**src/rtl/btc_dec_comp_code_sink_gen.sv**
```systemverilog
// Output sink for the BTC component-code decoder array.
// Column mode registers the parallel lane outputs straight through. Row mode
// assembles each lane's serial words into pDEC_NUM-wide vectors, holds one
// finished vector per lane and drains them lowest-lane-first. A two-stage
// path produces a saturating per-frame bit-error count.
module btc_dec_comp_code_sink_gen #(
    parameter int pEXTR_W  = 5,
    parameter int pERR_W   = 16,
    parameter int pDEC_NUM = 8
) (
    input  logic                          iclk,
    input  logic                          ireset,
    input  logic                          iclkena,
    input  logic                          irow_mode,
    input  logic [pDEC_NUM-1:0]           ival,
    input  logic [pDEC_NUM-1:0]           isof,
    input  logic [pDEC_NUM-1:0]           ieof,
    input  logic [pDEC_NUM-1:0]           imask,
    input  logic [pDEC_NUM*pEXTR_W-1:0]   iLextr,
    input  logic [pDEC_NUM-1:0]           ibitdat,
    input  logic [pDEC_NUM-1:0]           ibiterr,
    output logic                          oval,
    output logic                          osof,
    output logic                          oeof,
    output logic [pDEC_NUM*pEXTR_W-1:0]   oLextr,
    output logic [pDEC_NUM-1:0]           obitdat,
    output logic [pERR_W-1:0]             obiterr,
    output logic                          oerr_val,
    output logic                          oerr_zero,
    output logic                          ooverflow
);

    localparam int CNT_W = $clog2(pDEC_NUM);
    localparam int VEC_W = pDEC_NUM * pEXTR_W;
    localparam int PC_W  = $clog2(pDEC_NUM + 1);
    localparam int SUM_W = ((pERR_W > PC_W) ? pERR_W : PC_W) + 1;
    localparam logic [CNT_W-1:0] LAST_SLOT = CNT_W'(pDEC_NUM - 1);
    localparam logic [SUM_W-1:0] ERR_MAX   = SUM_W'({pERR_W{1'b1}});

    logic                mode_q;
    logic                mode_chg;
    logic [CNT_W-1:0]    cnt_q        [pDEC_NUM];
    logic [CNT_W-1:0]    cnt_d        [pDEC_NUM];
    logic [VEC_W-1:0]    asm_lextr_q  [pDEC_NUM];
    logic [VEC_W-1:0]    asm_lextr_d  [pDEC_NUM];
    logic [pDEC_NUM-1:0] asm_bit_q    [pDEC_NUM];
    logic [pDEC_NUM-1:0] asm_bit_d    [pDEC_NUM];
    logic [pDEC_NUM-1:0] asm_sof_q, asm_sof_d;
    logic [VEC_W-1:0]    hold_lextr_q [pDEC_NUM];
    logic [VEC_W-1:0]    hold_lextr_d [pDEC_NUM];
    logic [pDEC_NUM-1:0] hold_bit_q   [pDEC_NUM];
    logic [pDEC_NUM-1:0] hold_bit_d   [pDEC_NUM];
    logic [pDEC_NUM-1:0] hold_sof_q, hold_sof_d, hold_eof_q, hold_eof_d;
    logic [pDEC_NUM-1:0] pend_q, pend_d, grant;
    logic                ovf_q, ovf_d;

    logic                oval_q, oval_d, osof_q, osof_d, oeof_q, oeof_d;
    logic [VEC_W-1:0]    olextr_q, olextr_d;
    logic [pDEC_NUM-1:0] obitdat_q, obitdat_d;

    // current word merged into each lane's partial vector
    logic [CNT_W-1:0]    slot_w [pDEC_NUM];
    logic [VEC_W-1:0]    lex_w  [pDEC_NUM];
    logic [pDEC_NUM-1:0] bit_w  [pDEC_NUM];
    logic [pDEC_NUM-1:0] sof_w, done_w;

    logic [pDEC_NUM-1:0] err_e_q;
    logic                err_sop_q, err_any_q, err_eop_q;
    logic [pERR_W-1:0]   acc_q, acc_d;
    logic [SUM_W-1:0]    acc_sum;
    logic                err_val_q, err_zero_q;

    assign mode_chg = irow_mode ^ mode_q;
    // isolate lowest pending lane
    assign grant    = pend_q & (~pend_q + pDEC_NUM'(1));

    // merge the incoming word into its slot; isof restarts the vector at slot 0
    always_comb begin
        for (int g = 0; g < pDEC_NUM; g++) begin
            slot_w[g] = isof[g] ? '0 : cnt_q[g];
            lex_w[g]  = isof[g] ? '0 : asm_lextr_q[g];
            bit_w[g]  = isof[g] ? '0 : asm_bit_q[g];
            sof_w[g]  = isof[g] ? 1'b0 : asm_sof_q[g];
            lex_w[g][int'(slot_w[g]) * pEXTR_W +: pEXTR_W] = iLextr[g * pEXTR_W +: pEXTR_W];
            bit_w[g][slot_w[g]] = ibitdat[g];
            if (slot_w[g] == '0) sof_w[g] = isof[g];
            done_w[g] = ival[g] & ((slot_w[g] == LAST_SLOT) | ieof[g]);
        end
    end

    // lane assembly, holding buffers, pending flags and overflow
    always_comb begin
        cnt_d        = cnt_q;
        asm_lextr_d  = asm_lextr_q;
        asm_bit_d    = asm_bit_q;
        asm_sof_d    = asm_sof_q;
        hold_lextr_d = hold_lextr_q;
        hold_bit_d   = hold_bit_q;
        hold_sof_d   = hold_sof_q;
        hold_eof_d   = hold_eof_q;
        pend_d       = pend_q;
        ovf_d        = ovf_q;
        if (!irow_mode || mode_chg) begin
            for (int g = 0; g < pDEC_NUM; g++) begin
                cnt_d[g]       = '0;
                asm_lextr_d[g] = '0;
                asm_bit_d[g]   = '0;
            end
            asm_sof_d = '0;
            pend_d    = '0;
        end else begin
            pend_d = pend_q & ~grant;
            for (int g = 0; g < pDEC_NUM; g++) begin
                if (done_w[g]) begin
                    // overwriting a buffer nobody has read yet loses a vector
                    if (pend_q[g] && !grant[g]) ovf_d = 1'b1;
                    hold_lextr_d[g] = lex_w[g];
                    hold_bit_d[g]   = bit_w[g];
                    hold_sof_d[g]   = sof_w[g];
                    hold_eof_d[g]   = ieof[g];
                    pend_d[g]       = 1'b1;
                    cnt_d[g]        = '0;
                    asm_lextr_d[g]  = '0;
                    asm_bit_d[g]    = '0;
                    asm_sof_d[g]    = 1'b0;
                end else if (ival[g]) begin
                    cnt_d[g]       = slot_w[g] + CNT_W'(1);
                    asm_lextr_d[g] = lex_w[g];
                    asm_bit_d[g]   = bit_w[g];
                    asm_sof_d[g]   = sof_w[g];
                end
            end
        end
    end

    // output register source: lane 0 bypass in column mode, granted buffer in row mode
    always_comb begin
        oval_d    = 1'b0;
        osof_d    = 1'b0;
        oeof_d    = 1'b0;
        olextr_d  = olextr_q;
        obitdat_d = obitdat_q;
        if (!irow_mode) begin
            oval_d    = ival[0];
            osof_d    = isof[0];
            oeof_d    = ieof[0];
            olextr_d  = iLextr;
            obitdat_d = ibitdat;
        end else if (!mode_chg) begin
            for (int g = 0; g < pDEC_NUM; g++) begin
                if (grant[g]) begin
                    oval_d    = 1'b1;
                    osof_d    = hold_sof_q[g];
                    oeof_d    = hold_eof_q[g];
                    olextr_d  = hold_lextr_q[g];
                    obitdat_d = hold_bit_q[g];
                end
            end
        end
    end

    // saturating error accumulator; sop restarts the count
    always_comb begin
        acc_sum = (err_sop_q ? '0 : SUM_W'(acc_q)) + SUM_W'($countones(err_e_q));
        acc_d   = acc_q;
        if (err_any_q) acc_d = (acc_sum > ERR_MAX) ? {pERR_W{1'b1}} : acc_sum[pERR_W-1:0];
    end

    // all state registers, frozen while iclkena is low
    always_ff @(posedge iclk or posedge ireset) begin
        if (ireset) begin
            mode_q     <= 1'b0;
            for (int g = 0; g < pDEC_NUM; g++) begin
                cnt_q[g]        <= '0;
                asm_lextr_q[g]  <= '0;
                asm_bit_q[g]    <= '0;
                hold_lextr_q[g] <= '0;
                hold_bit_q[g]   <= '0;
            end
            asm_sof_q  <= '0;
            hold_sof_q <= '0;
            hold_eof_q <= '0;
            pend_q     <= '0;
            ovf_q      <= 1'b0;
            oval_q     <= 1'b0;
            osof_q     <= 1'b0;
            oeof_q     <= 1'b0;
            olextr_q   <= '0;
            obitdat_q  <= '0;
            err_e_q    <= '0;
            err_sop_q  <= 1'b0;
            err_any_q  <= 1'b0;
            err_eop_q  <= 1'b0;
            acc_q      <= '0;
            err_val_q  <= 1'b0;
            err_zero_q <= 1'b0;
        end else if (iclkena) begin
            mode_q       <= irow_mode;
            cnt_q        <= cnt_d;
            asm_lextr_q  <= asm_lextr_d;
            asm_bit_q    <= asm_bit_d;
            asm_sof_q    <= asm_sof_d;
            hold_lextr_q <= hold_lextr_d;
            hold_bit_q   <= hold_bit_d;
            hold_sof_q   <= hold_sof_d;
            hold_eof_q   <= hold_eof_d;
            pend_q       <= pend_d;
            ovf_q        <= ovf_d;
            oval_q       <= oval_d;
            osof_q       <= osof_d;
            oeof_q       <= oeof_d;
            olextr_q     <= olextr_d;
            obitdat_q    <= obitdat_d;
            err_e_q      <= ibiterr & ival & ~imask;
            err_sop_q    <= ival[0] & isof[0];
            err_any_q    <= |ival;
            err_eop_q    <= irow_mode ? |(ival & ieof) : (ival[0] & ieof[0]);
            acc_q        <= acc_d;
            err_val_q    <= err_eop_q;
            err_zero_q   <= (acc_d == '0);
        end
    end

    assign oval      = oval_q;
    assign osof      = osof_q;
    assign oeof      = oeof_q;
    assign oLextr    = olextr_q;
    assign obitdat   = obitdat_q;
    assign obiterr   = acc_q;
    assign oerr_val  = err_val_q;
    assign oerr_zero = err_zero_q;
    assign ooverflow = ovf_q;

endmodule

```
**config.mk**
```make
export PLATFORM = sky130hd
export DESIGN_NAME = btc_dec_comp_code_sink_gen
export DESIGN_NICKNAME = d
export VERILOG_FILES = /design/src/rtl/btc_dec_comp_code_sink_gen.sv
export SDC_FILE = /design/constraint.sdc
export NUM_CORES = 2
export LEC_CHECK = 0
export ABC_AREA = 1
export BUFFER_PORTS_ARGS = -buffer_cell sky130_fd_sc_hd__clkbuf_2
export CORE_MARGIN = 2
export CORE_UTILIZATION = 35
export CTS_BUF_LIST = sky130_fd_sc_hd__clkbuf_8
export DETAILED_ROUTE_END_ITERATION = 10
export PLACE_DENSITY = 0.55
export SLEW_MARGIN = 20
export SYNTH_ARGS = -nofsm -noshare
export SYNTH_HDL_FRONTEND = slang
export SYNTH_SLANG_ARGS = --single-unit
```
**constraint.sdc**
```tcl
create_clock -name iclk -period 72.6 [get_ports iclk]
set_input_delay 7.26 -clock iclk [delete_from_list [all_inputs] [get_ports iclk]]
set_output_delay 7.26 -clock iclk [all_outputs]
set_load 0.02 [all_outputs]
```
==> impl_metrics.env <==
export IMPL_run_status="finished, final reports clean"
export IMPL_drt_vias_per_instance=5.43
export IMPL_finalSetupViolCount=0
export IMPL_dr_first_iter_drc_count=4360
export IMPL_cts_clk_slew_worst_paths_ns=0.06
export IMPL_grt_pass1_wl_mm=250
export IMPL_drc=0
export IMPL_cts_sinks=906
export IMPL_cts_buffers_inserted=164
export IMPL_core_um2=128000
export IMPL_endpoint_kind="asynchronous set/reset pin"
export IMPL_worstPathRequired_ns=73.53
export IMPL_post_cts_resized=0
export IMPL_h_tree_depth=4
export IMPL_path_class="input pin to asynchronous set/reset pin"
export IMPL_power_density_nw_per_um2=23.9
export IMPL_seqPwrFrac=0.449
export IMPL_seqCellArea_um2=22700
export IMPL_grt_antenna_before_repair=12
export IMPL_drt_total_wl_mm=166
export IMPL_ir_worst_vdd_mv=0.0180
export IMPL_worstMarginPinSlew_ns=1.09
export IMPL_synth_seq_cells=906
export IMPL_fmax_ghz=0.0977
export IMPL_cts_tree="yes"
export IMPL_vias=41300
export IMPL_fp_row_count=131
export IMPL_hold_viol=0
export IMPL_grt_pass1_vias=39000
export IMPL_cp_max_fo=116
export IMPL_synth_edf_count=0
export IMPL_grtUsageTotal=0.249
export IMPL_drv_slew=0
export IMPL_setup_tns_ns=0
export IMPL_multi_input_area_um2=18800
export IMPL_finalClockSkew_ns=0.0628
export IMPL_cts_max_path_buffers=3
export IMPL_netlist_area_um2=45100
export IMPL_die_area_um2=132000
export IMPL_grt_overflow_total=0
export IMPL_leakage_nw=22.4
export IMPL_syn_nets=5910
export IMPL_maxCapViolations=0
export IMPL_ctsRootBufferMaster="clkbuf_8"
export IMPL_switching_share=0.303
export IMPL_finalCritPeriodShare=0.141
export IMPL_rsz0062_at_grt="false"
export IMPL_worstPathArrival_ns=11.16
export IMPL_slew_headroom=0.274
export IMPL_yosys_warnings=0
export IMPL_busiest_layer="met2"
export IMPL_drt_pass1_iterations=8
export IMPL_pin_count=162
export IMPL_ant_nets=0
export IMPL_crit_path_start_kind="input pin"
export IMPL_place_congestion=0.876
export IMPL_synth_main_ff_cell="dfrtp_1"
export IMPL_grt_max_degree=168
export IMPL_synth_area_top_cells="dfrtp_1 (50%), o21ai_0 (12%), nand2_1 (8.9%), nand3_1 (8.6%), inv_1 (4.8%)"
export IMPL_totalPowerFinal_mw=1.21
export IMPL_synthCells=5756
export IMPL_pwr_share_clk=0.431
export IMPL_syn2layout_area_growth_pct=12.4
export IMPL_die_h_um=363
export IMPL_hold_path_class="flop to flop"
export IMPL_die_w_um=363
export IMPL_insertion_delay_ns=0.90
export IMPL_wl_per_cell_um=21.9
export IMPL_synthDistinctLibCells=39
export IMPL_dp_hpwl_mm=112
export IMPL_yosysTopAreaCell="dfrtp_1"
export IMPL_synth_top_cell_area_share=0.502
export IMPL_drive_gt1_frac=0.0875
export IMPL_yosysSeqAreaShare=0.502
export IMPL_ctsHoldBuffers=0
export IMPL_synth_async_reset_ratio=1.00
export IMPL_start_util=0.353
export IMPL_fillers=13400
export IMPL_portBuffers=161
export IMPL_final_min_clock_period_ns=10.24
export IMPL_switchingPower_uw=367
export IMPL_nNetsFinal=5951
export IMPL_internal_power_uw=846
export IMPL_grtUsageMet2=0.382
export IMPL_grtUsageMet3=0.0455
export IMPL_mostFrequentLayoutCells="o21ai_0 (1114), nand2_1 (1069), dfrtp_1 (906)"
export IMPL_use_met1=0.347
export IMPL_synth_area_per_cell_um2=7.84
export IMPL_final_common_cell="o21ai_0"
export IMPL_pwr_share_comb=0.120
export IMPL_cts_setup_buffers=0
-- critical path, stage by stage --
cell	delay, ns
clkbuf_2	0.12
inv_8	0.50
buf_4	0.72
buf_4	0.83
buf_4	0.45
buf_16	0.31
buf_4	0.62
-- kinds of logic (layout without fill, tap and decap cells) --
| kind of cell | count (synthesis) | after routing | share of synthesized area |
|---|---|---|---|
| other cells | 0 | 5 | 0 |
| simple gates | 2243 | 2243 | 0.212 |
| buf+inv | 965 | 1139 | 0.0819 |
| xor+xnor | 3 | 3 | 0.000582 |
| fa+ha+maj | 62 | 62 | 0.0180 |
| flops | 906 | 906 | 0.502 |
| compound gates | 1577 | 1577 | 0.185 |
-- state kept, by name, summed over array words and instances, names as in the netlist, 8 cells and up --
register      flops
asm_lextr_q     320
cnt_q            24
asm_bit_q        64
asm_sof_q         8
pend_q            8
hold_lextr_q    320
hold_bit_q       64
err_e_q           8
obitdat           8
hold_eof_q        8
hold_sof_q        8
obiterr          16
oLextr           40
-- power groups by stage --
stage / clock [mW] / combinational (mW) / sequential (mW)
6_report: 0.523 / 0.145 / 0.545
2_1_floorplan: 0 / 0.0737 / 0.557
3_5_place_dp: 0 / 0.145 / 0.553
4_1_cts: 0.533 / 0.146 / 0.544
5_1_grt: 0.555 / 0.159 / 0.547
3_3_place_gp: 0 / 0.144 / 0.553
-- metal layers --
metal	vias to the layer above	wire length, um
met1	20200	72900
met2	1439	75000
li1	19400	-
met3	260	11800
met4	6	6350
met5	-	33
-- path summary, 6_finish.rpt --
check                                              startpoint                            end  slack (ns)  depth (start not counted)
worst max-delay path                                   ireset   asm_lextr_q[250]$_DFFE_PP0P_       62.36                          7
worst min-delay path            hold_lextr_q[186]$_DFFE_PP0P_  hold_lextr_q[186]$_DFFE_PP0P_        0.48                          2
worst max register to register         err_e_q[0]$_DFFE_PP0P_          oerr_zero$_DFFE_PP0P_       68.34                         18
worst min register to register  hold_lextr_q[186]$_DFFE_PP0P_  hold_lextr_q[186]$_DFFE_PP0P_        0.48                          2
max in group iclk                                   irow_mode          cnt_q[16]$_DFFE_PP0P_       62.44                          7
min in group asynchronous                              ireset         oLextr[19]$_DFFE_PP0P_        6.49                          2
-- cells in the mapped netlist (4+ instances only) --
library cell / n
a21oi_1: 167
a31oi_1: 58
buf_1: 22
buf_2: 41
buf_4: 4
clkbuf_1: 280
clkinv_1: 18
dfrtp_1: 906
fa_1: 5
ha_1: 57
inv_1: 579
inv_2: 20
nand2_1: 1070
nand3_1: 773
nand4_1: 10
nor2_1: 313
nor2_2: 9
nor3_1: 37
nor4_1: 4
o211ai_1: 50
o21ai_0: 1114
o21ai_1: 28
o221ai_1: 7
o22ai_1: 124
o31ai_1: 23
or2_0: 11
or2_2: 6
-- metrics by stage --
step           hold WS, ns  area [um2]  worst slack (ns)  instances  utilization
6_report             0.479       50700             62.36       7597        0.397
5_1_grt              0.495       50700             61.83       7596        0.397
4_1_cts              0.485       50700             62.04       7591        0.396
3_5_place_dp         0.467       47200             61.09       7292        0.369
3_3_place_gp         0.462       47200             61.05       7291        0.369
2_1_floorplan        0.446       45100             39.87       5756            -
-- layout make-up --
type                       instances  area share
antenna                            5    0.000247
clock buffer                     203      0.0551
clock inverter                    96      0.0141
inverter                         617      0.0458
multi-input combinational       3885       0.371
sequential                       906       0.447
tap                             1662      0.0410
timing repair buffer             223      0.0262
No activity file was read; power rests on OpenSTA's default activity.
